--- config.mk ---
export PLATFORM = sky130hd
export DESIGN_NAME = ip_sequencer_flat
export DESIGN_NICKNAME = d
export VERILOG_FILES = /design/src/rtl/ip_sequencer_if.sv /design/src/rtl/ip_sequencer.sv /design/src/flat_wrapper.sv
export SDC_FILE = /design/constraint.sdc
export NUM_CORES = 1
export LEC_CHECK = 0
export ABC_AREA = 1
export CAP_MARGIN = 30
export CORE_AREA = 5 5 123 125
export CTS_BUF_LIST = sky130_fd_sc_hd__clkbuf_4 sky130_fd_sc_hd__clkbuf_8
export DETAILED_ROUTE_END_ITERATION = 8
export DIE_AREA = 0 0 128 130
export PLACE_DENSITY_LB_ADDON = 0.1
export SYNTH_ARGS = -nofsm -noshare
export SYNTH_HDL_FRONTEND = slang
export SYNTH_SLANG_ARGS = --single-unit
--- constraint.sdc ---
create_clock -name clk -period 3.38 [get_ports clk]
set_input_delay 0.338 -clock clk [delete_from_list [all_inputs] [get_ports clk]]
set_output_delay 0.338 -clock clk [all_outputs]
set_load 0.02 [all_outputs]
--- src/rtl/ip_sequencer_if.sv ---
// Port bundle for ip_sequencer: IP-register control, instruction-fetch port and decode handshake.
// The master modport is the sequencer's view; the slave modport is the surrounding system's view.
interface ip_sequencer_if #(
  parameter int AW = 16
);
  logic [AW-1:0] ip_q;
  logic          ip_ena;
  logic          ip_sel;
  logic [AW-1:0] ip_d;
  logic          mem_req;
  logic [AW-1:0] mem_addr;
  logic          mem_ack;
  logic [15:0]   mem_data;
  logic [15:0]   instr;
  logic          instr_valid;
  logic [1:0]    cmd;
  logic [AW-1:0] cmd_target;
  logic          cmd_valid;
  logic          fault;

  modport master (
    input  ip_q, mem_ack, mem_data, cmd, cmd_target, cmd_valid,
    output ip_ena, ip_sel, ip_d, mem_req, mem_addr, instr, instr_valid, fault
  );

  modport slave (
    output ip_q, mem_ack, mem_data, cmd, cmd_target, cmd_valid,
    input  ip_ena, ip_sel, ip_d, mem_req, mem_addr, instr, instr_valid, fault
  );
endinterface

--- src/rtl/ip_sequencer.sv ---
// Fetch/branch controller for a load-or-increment instruction-pointer register.
// Fetches one word per instruction, then applies NEXT/JUMP/CALL/RET using an internal return stack.
module ip_sequencer #(
  parameter int AW    = 16,
  parameter int DEPTH = 4
) (
  input logic            clk,
  input logic            rst,
  ip_sequencer_if.master bus
);

  localparam int IW  = $clog2(DEPTH);
  localparam int SPW = IW + 1;

  localparam logic [SPW-1:0] SP_FULL  = SPW'(DEPTH);
  localparam logic [SPW-1:0] SP_EMPTY = SPW'(0);
  localparam logic [SPW-1:0] SP_ONE   = SPW'(1);
  localparam logic [IW-1:0]  IDX_ONE  = IW'(1);
  localparam logic [AW-1:0]  IP_ONE   = AW'(1);

  localparam logic [1:0] CMD_NEXT = 2'b00;
  localparam logic [1:0] CMD_JUMP = 2'b01;
  localparam logic [1:0] CMD_CALL = 2'b10;
  localparam logic [1:0] CMD_RET  = 2'b11;

  typedef enum logic [2:0] {
    ST_IDLE   = 3'd0,
    ST_FETCH  = 3'd1,
    ST_DECODE = 3'd2,
    ST_UPDATE = 3'd3,
    ST_HALT   = 3'd4
  } state_e;

  state_e        state_q, state_d;
  logic [15:0]   instr_q, instr_d;
  logic          instr_valid_q, instr_valid_d;
  logic          ip_ena_q, ip_ena_d;
  logic          ip_sel_q, ip_sel_d;
  logic [AW-1:0] ip_d_q, ip_d_d;
  logic          mem_req_q, mem_req_d;
  logic          fault_q, fault_d;
  logic [SPW-1:0] sp_q, sp_d;
  logic [AW-1:0] stack_q [DEPTH];
  logic [AW-1:0] stack_d [DEPTH];

  logic [IW-1:0] push_idx_s;
  logic [IW-1:0] pop_idx_s;
  logic          stack_err_s;

  assign push_idx_s  = sp_q[IW-1:0];
  assign pop_idx_s   = push_idx_s - IDX_ONE;
  assign stack_err_s = ((bus.cmd == CMD_CALL) && (sp_q == SP_FULL)) ||
                       ((bus.cmd == CMD_RET)  && (sp_q == SP_EMPTY));

  // Next state, stack update and next values of every registered output.
  always_comb begin
    state_d  = state_q;
    instr_d  = instr_q;
    ip_sel_d = 1'b0;
    ip_d_d   = ip_d_q;
    sp_d     = sp_q;
    stack_d  = stack_q;

    case (state_q)
      ST_IDLE: begin
        state_d = ST_FETCH;
      end
      ST_FETCH: begin
        if (bus.mem_ack) begin
          instr_d = bus.mem_data;
          state_d = ST_DECODE;
        end else begin
          state_d = ST_FETCH;
        end
      end
      ST_DECODE: begin
        if (!bus.cmd_valid) begin
          state_d = ST_DECODE;
        end else if (stack_err_s) begin
          state_d = ST_HALT;
        end else begin
          state_d = ST_UPDATE;
          case (bus.cmd)
            CMD_NEXT: begin
              ip_sel_d = 1'b0;
            end
            CMD_JUMP: begin
              ip_sel_d = 1'b1;
              ip_d_d   = bus.cmd_target;
            end
            CMD_CALL: begin
              // Return address wraps naturally at the top of the address space.
              ip_sel_d            = 1'b1;
              ip_d_d              = bus.cmd_target;
              stack_d[push_idx_s] = bus.ip_q + IP_ONE;
              sp_d                = sp_q + SP_ONE;
            end
            CMD_RET: begin
              ip_sel_d = 1'b1;
              ip_d_d   = stack_q[pop_idx_s];
              sp_d     = sp_q - SP_ONE;
            end
            default: begin
              ip_sel_d = 1'b0;
            end
          endcase
        end
      end
      ST_UPDATE: begin
        state_d = ST_FETCH;
      end
      ST_HALT: begin
        state_d = ST_HALT;
      end
      default: begin
        state_d = ST_IDLE;
      end
    endcase

    // Outputs are registered from the next state so they behave as Moore outputs of state_q.
    mem_req_d     = (state_d == ST_FETCH);
    ip_ena_d      = (state_d == ST_UPDATE);
    instr_valid_d = (state_q == ST_FETCH) && (state_d == ST_DECODE);
    fault_d       = fault_q || (state_d == ST_HALT);
  end

  // State, output and return-stack registers.
  always_ff @(posedge clk or posedge rst) begin
    if (rst) begin
      state_q       <= ST_IDLE;
      instr_q       <= 16'h0000;
      instr_valid_q <= 1'b0;
      ip_ena_q      <= 1'b0;
      ip_sel_q      <= 1'b0;
      ip_d_q        <= {AW{1'b0}};
      mem_req_q     <= 1'b0;
      fault_q       <= 1'b0;
      sp_q          <= SP_EMPTY;
      for (int i = 0; i < DEPTH; i++) begin
        stack_q[i] <= {AW{1'b0}};
      end
    end else begin
      state_q       <= state_d;
      instr_q       <= instr_d;
      instr_valid_q <= instr_valid_d;
      ip_ena_q      <= ip_ena_d;
      ip_sel_q      <= ip_sel_d;
      ip_d_q        <= ip_d_d;
      mem_req_q     <= mem_req_d;
      fault_q       <= fault_d;
      sp_q          <= sp_d;
      stack_q       <= stack_d;
    end
  end

  // The fetch address must track IP_Q in the same cycle the IP register updates.
  assign bus.mem_addr    = mem_req_q ? bus.ip_q : {AW{1'b0}};
  assign bus.instr       = instr_q;
  assign bus.instr_valid = instr_valid_q;
  assign bus.ip_ena      = ip_ena_q;
  assign bus.ip_sel      = ip_sel_q;
  assign bus.ip_d        = ip_d_q;
  assign bus.mem_req     = mem_req_q;
  assign bus.fault       = fault_q;

endmodule

--- src/flat_wrapper.sv ---
// flat-port wrapper written by rule: the top's interface ports become plain ports
module ip_sequencer_flat 
#(
  parameter int AW    = 16,
  parameter int DEPTH = 4
)
  (clk, rst, bus_ip_q, bus_mem_ack, bus_mem_data, bus_cmd, bus_cmd_target, bus_cmd_valid, bus_ip_ena, bus_ip_sel, bus_ip_d, bus_mem_req, bus_mem_addr, bus_instr, bus_instr_valid, bus_fault);
  ip_sequencer_if #(.AW(AW)) bus_i ();
  input logic clk;
  input logic rst;
  input wire logic [$bits(bus_i.ip_q)-1:0] bus_ip_q;
  input wire logic [$bits(bus_i.mem_ack)-1:0] bus_mem_ack;
  input wire logic [$bits(bus_i.mem_data)-1:0] bus_mem_data;
  input wire logic [$bits(bus_i.cmd)-1:0] bus_cmd;
  input wire logic [$bits(bus_i.cmd_target)-1:0] bus_cmd_target;
  input wire logic [$bits(bus_i.cmd_valid)-1:0] bus_cmd_valid;
  output wire logic [$bits(bus_i.ip_ena)-1:0] bus_ip_ena;
  output wire logic [$bits(bus_i.ip_sel)-1:0] bus_ip_sel;
  output wire logic [$bits(bus_i.ip_d)-1:0] bus_ip_d;
  output wire logic [$bits(bus_i.mem_req)-1:0] bus_mem_req;
  output wire logic [$bits(bus_i.mem_addr)-1:0] bus_mem_addr;
  output wire logic [$bits(bus_i.instr)-1:0] bus_instr;
  output wire logic [$bits(bus_i.instr_valid)-1:0] bus_instr_valid;
  output wire logic [$bits(bus_i.fault)-1:0] bus_fault;
  assign bus_i.ip_q = bus_ip_q;
  assign bus_i.mem_ack = bus_mem_ack;
  assign bus_i.mem_data = bus_mem_data;
  assign bus_i.cmd = bus_cmd;
  assign bus_i.cmd_target = bus_cmd_target;
  assign bus_i.cmd_valid = bus_cmd_valid;
  assign bus_ip_ena = bus_i.ip_ena;
  assign bus_ip_sel = bus_i.ip_sel;
  assign bus_ip_d = bus_i.ip_d;
  assign bus_mem_req = bus_i.mem_req;
  assign bus_mem_addr = bus_i.mem_addr;
  assign bus_instr = bus_i.instr;
  assign bus_instr_valid = bus_i.instr_valid;
  assign bus_fault = bus_i.fault;
  ip_sequencer #(.AW(AW), .DEPTH(DEPTH)) u_core (.clk(clk), .rst(rst), .bus(bus_i));
endmodule
# == Word level (Yosys, flattened, before mapping) ==
# Index checks and enable logic that the tools add are counted.
# classes
add_sub_neg,4
order_cmp,3
n_eq_ne,12
muxes,17
bitwise_logic,3
n_reduce_logical,18
# ops
op,n
$bwmux W64,1
$mux W16,4
$bmux W16 S2,1
$demux W16 S2,1
$pmux W16 S2,1
$add A16 B1 Y16 const B,1
$eq A3 B2 Y1 const B,4
$pmux W3 S4,1
$reduce_and A4 Y1,3
$eq A3 B3 Y1 const B,3
$eq A3 B1 Y1 const B,2
$ge A3 B3 Y1 const B,2
$logic_not A3 Y1,2
$mux W3,2
$not A2 Y3,2
$pmux W3 S2,1
$eq A2 B2 Y1 const B,2
$logic_and A1 B1 Y1,4
$reduce_bool A2 Y1,2
$reduce_or A2 Y1,2
$add A3 B1 Y3 const B,1
$lt A3 B1 Y1 const B,1
$mux W1,3
$reduce_or A3 Y1,1
other kinds (9),10
# totals
ff_bits,107
out_inout_bits,53
wordCells,70

# == Longest topological paths before layout ==
# logic_depth
word_depth,8
depth_mapped,13
depth_no_buf,10

# == Worst setup path after synthesis ==
# OpenSTA, ideal clock, no wires.
# synth_path
kind,register -> register
start,register u_core.sp_q[0]
end,register u_core.ip_d_q[9] (netlist: u_core.bus.ip_d[9])
t_arrival_ns,2.042
required_ns,3.263
slack_ns,1.221
stages_incl_launch_ff,13
path_buffers,4
synth_period_minus_slack_ns,2.159
path_cell_list,dfrtp_1 > clkbuf_1 > inv_1 > buf_2 > ha_1 > buf_2 > inv_1 > clkbuf_1 > nand3_1 > nand3_1 > nand2_1 > nand2_1 > nand2_1
# synth_via
elab_chain_len,6
# synth_lines
element,line,source
start: declaration,ip_sequencer.sv:42,"logic [SPW-1:0] sp_q, sp_d;"
start signal: assignment,ip_sequencer.sv:151,sp_q <= sp_d;
$sub A2 B1 Y2,ip_sequencer.sv:51,assign pop_idx_s = push_idx_s - IDX_ONE;
net u_core.pop_idx_s[0],ip_sequencer.sv:47,logic [IW-1:0] pop_idx_s;
$not A2 Y3 (implied by the code),ip_sequencer.sv:100,ip_d_d = stack_q[pop_idx_s];
$bmux W16 S2,ip_sequencer.sv:100,
$mux W16 (implied by the code) (2 in series),ip_sequencer.sv:100,
$pmux W16 S2,ip_sequencer.sv:83,case (bus.cmd)
end signal: assignment,ip_sequencer.sv:135,ip_d_q <= {AW{1'b0}};
end signal: assignment,ip_sequencer.sv:148,ip_d_q <= ip_d_d;
end: declaration,ip_sequencer.sv:39,"logic [AW-1:0] ip_d_q, ip_d_d;"
# The timed path passes the listed nets, and every way through them passes these cells. The select of a mux whose other input is x is not followed.
# A chain may end at the register's enable or synchronous reset.

# == Worst setup path after layout ==
# layout_path
start,register u_core.mem_req_q (netlist: u_core.bus.mem_req)
end,output port bus_mem_addr[7]
# layout_via
elab_chain_len,1
# layout_lines
element,line,source
start: declaration,ip_sequencer.sv:40,"logic mem_req_q, mem_req_d;"
start signal: assignment,ip_sequencer.sv:149,mem_req_q <= mem_req_d;
$mux W16,ip_sequencer.sv:157,assign bus.mem_addr = mem_req_q ? bus.ip_q : {AW{1'b0}};
end: declaration,flat_wrapper.sv:21,output wire logic [$bits(bus_i.mem_addr)-1:0] bus_mem_addr;
# No other way between the ends.

==> key figures <==
Floorplan
  • Overall die height: 130 um
  • Starting utilization of the core area: 39.6%
  • Die W: 128 um
  • Count of pins on the block boundary: 107
  • Die Footprint: 16600 um2
  • Core ar.: approximately 14000 um2
  • Placement Rows: 43

Placed design
  • Number of buffers added on ports: 106
  • GP Congestion: 0.819
  • Half-perimeter wire length after detailed placement: 10.1 mm
  • Place WS: 1070 ps
  • Cell total after placement: 1010

Synth
  • Number of distinct standard cells referenced by the synthesized netlist: 29
  • Synthesized net count: 804
  • Sequential share of the synthesized area: between 40% and 50%
  • Mapped Avg Cell Area: 7.33 um2
  • Number of warnings issued by yosys: 0
  • Netlist area before placement: 5460 um2
  • Synth area leaders: dfrtp_1 49%, nand2_1 31%, nand3_1 5.1%, inv_1 2.7%, nor2_8 1.5%
  • Cell count after synthesis: 744
  • Area leader, netlist: dfrtp_1
  • Flip-flop and latch count after synthesis: 107
  • Synth top area share: between 40% and 50%

STA
  • Worst path setup slack after routing: 1120 ps
  • Final critical-path share of the clock period: about two thirds
  • Summed negative setup slack over all endpoints: 0 ps
  • RSZ-0062 raised after global routing: no
  • Clock skew after layout: between 5 and 6 ps
  • Number of slew-limit violations in the final report: 0
  • Final critical-path required period: around 2300 ps
  • Final hold vios: 0
  • Maximum achievable frequency: 0.442 GHz
  • Final setup fails: 0
  • Tightest Pin Transition: 764 ps
  • Worst slew slack as a fraction of its limit: 49.0%

Pwr
  • Leakage power summed over all cells: roughly 3.6 nW
  • Power density of the placed cells: between 700 and 800 nW/um2
  • Worst ir drop on vdd: 0.285 mV

Global route
  • Global-route usage over all layers: 18.8%
  • Initial antenna violation count: 0
  • Largest net degree at the start of global routing: 62
  • Wire length of the first global-routing pass: roughly 25 mm
  • Number of global-route vias before repair: 4968
  • GRT Residual Overflow: 0

Setup path
  • Crit path launch type: flip-flop
  • Flop-to-flop setup slack: 1330 ps
  • Crit Path Class: flip-flop to primary output
  • Crit path arrival time: 1930 ps
  • Startpoint of the most critical register-to-register path: u_core.sp_q[1]
  • Depth of the worst register-to-register path: 8
  • Crit Path Max Fanout: 17
  • Required time reported for the critical path endpoint: 3040 ps
  • Element type at the critical path end: primary output
  • RR Endpoint: u_core.bus.ip_d[13]

Routing
  • Post-detailed-route wirelength per cell: 14.5 um
  • Aggregate routed wire length: 14.9 mm
  • Total iterations of the first detailed-routing run: 5
  • DRC marker count from the first detailed-route iteration: 328
  • Post-detailed-route via-to-cell ratio: ~4.8
  • Final ANT Viol Nets: 0
  • Drc violations: 0
  • Vias: 4933

Clocking
  • Clock tree sinks: 107
  • Root Driver: clkbuf_8
  • Maximum clock insertion buffer count: 2
  • Hold bufs inserted after CTS: 0
  • Buffer count from post-CTS setup fixing: 0
  • Clk Latency, worst-skew pair: 380 ps
  • Number of H-tree levels: 3
  • CTS Buf Count: 9
  • CTS-repair resized insts: 0
  • TritonCTS clock tree: done
  • Clock-pin slew reported for the worst setup and hold paths after clock tree synthesis: 100 ps

Layout
  • Final Net Count: 901
  • Number of inserted diodes: 0
  • Fraction of layout instances using a drive strength above 1: 5.20%
  • Area growth from synthesis to layout: 25.0%
  • Post-route non-filler standard cell count: 1026

Min path
  • Class of the most critical hold timing path: input port to async pin

Run
  • Max Cap Viol: 0

Status
  • Outcome: finished, final reports clean
sequential cells by signal (all words and copies together) (netlist names):
| register | cells |
|---|---|
| u_core.stack_q | 64 |
| u_core.bus.instr | 16 |
| u_core.bus.ip_d | 16 |
| u_core.sp_q | 3 |
| u_core.state_q | 3 |
| u_core.bus.fault | 1 |
| u_core.bus.instr_valid | 1 |
| u_core.bus.ip_ena | 1 |
| u_core.bus.ip_sel | 1 |
| u_core.bus.mem_req | 1 |
per-stage QoR:
| step | hold WS, ps | instance area [um2] | total power, mW | util (%) |
|---|---|---|---|---|
| 2_1_floorplan | 448 | 5460 | 3.30 | - |
| 3_5_place_dp | 458 | 6640 | 4.21 | 48.2 |
| 4_1_cts | 465 | 6820 | 4.96 | 49.5 |
| 5_1_grt | 456 | 6820 | 5.29 | 49.5 |
| 6_report | 456 | 6820 | 4.92 | 49.5 |
| 3_3_place_gp | 454 | 6640 | 4.17 | 48.2 |
worst max-delay path, stage by stage, from the launching register on:
cell and delay, ps:
dfrtp_1 740, nand2_1 110, inv_1 80, clkdlybuf4s50_1 600
synthesized netlist by cell type:
cell,count
a21oi_1,2
a31oi_1,1
buf_1,1
buf_2,6
buf_4,4
buf_6,4
clkbuf_1,11
clkinv_1,1
dfrtp_1,107
fa_1,1
ha_1,5
inv_1,39
inv_2,3
nand2_1,444
nand2_2,5
nand3_1,56
nand3_2,1
nand3_4,1
nand4_1,4
nor2_1,21
nor2_2,2
nor2_4,3
nor2_8,4
nor3_1,1
o21a_1,1
o21ai_0,4
or2_2,2
xnor2_1,2
xor2_1,8
cells in the final DEF (no fill, tap or decap), types with 5 or more instances in the layout:
master and n:
clkbuf_8 10, nor2_1 21, clkdlybuf4s50_1 106, xor2_1 8, nand2_1 444, ha_1 5
nand3_1 56, buf_4 6, nand2_2 5, dfrtp_1 107, inv_1 38
cell type report:
class	count	area, um2
fillers	1414	6950
flip-flops and latches	107	2680
multi-input cells	568	2470
repair buffers	112	1110
well taps	180	225
inverters	43	164
clock buffers	10	138
clock inverters	6	41.3
power by group:
group	total, mW	internal [mW]	leakage [nW]	switching, mW
logic	2.25	0.900	2.15	1.35
clock network	0.740	0.287	0.0843	0.453
registers	1.92	1.68	1.40	0.248
worst max-delay path by stage:
stage	start	endpoint	slack (ps)	depth (start not counted)
global placement	bus_cmd[1]	u_core.bus.ip_d[10]	1090	8
finish	u_core.bus.mem_req	bus_mem_addr[7]	1120	3
CTS	u_core.bus.mem_req	bus_mem_addr[7]	1060	3
global route	u_core.bus.mem_req	bus_mem_addr[2]	980	3
floorplan	rst	u_core.bus.fault	220	1
detailed placement	bus_cmd[1]	u_core.bus.ip_d[10]	1070	8
layer usage:
metal / global-route usage [%] / wire length (um) / up-vias
li1: - / - / 2442
met1: 25.8 / 6880 / 2306
met2: 30.7 / 6770 / 172
met3: 3.27 / 1090 / 13
met4: 5.74 / 184 / 0
met5: 0 / 0 / -
logic make-up (layout without fill, tap and decap cells):
group | Yosys count | count (layout) | share of synthesized area (%)
AO/OA/AOI/OAI | 8 | 8 | 0.803
XOR/XNOR | 10 | 10 | 1.61
adder cells (fa/ha/maj) | 6 | 6 | 1.51
buffers and inverters | 69 | 171 | 5.71
flip-flops | 107 | 107 | 49.1
AND/OR/NAND/NOR | 544 | 544 | 41.3
Note: power is estimated with default switching activity, not from simulation.
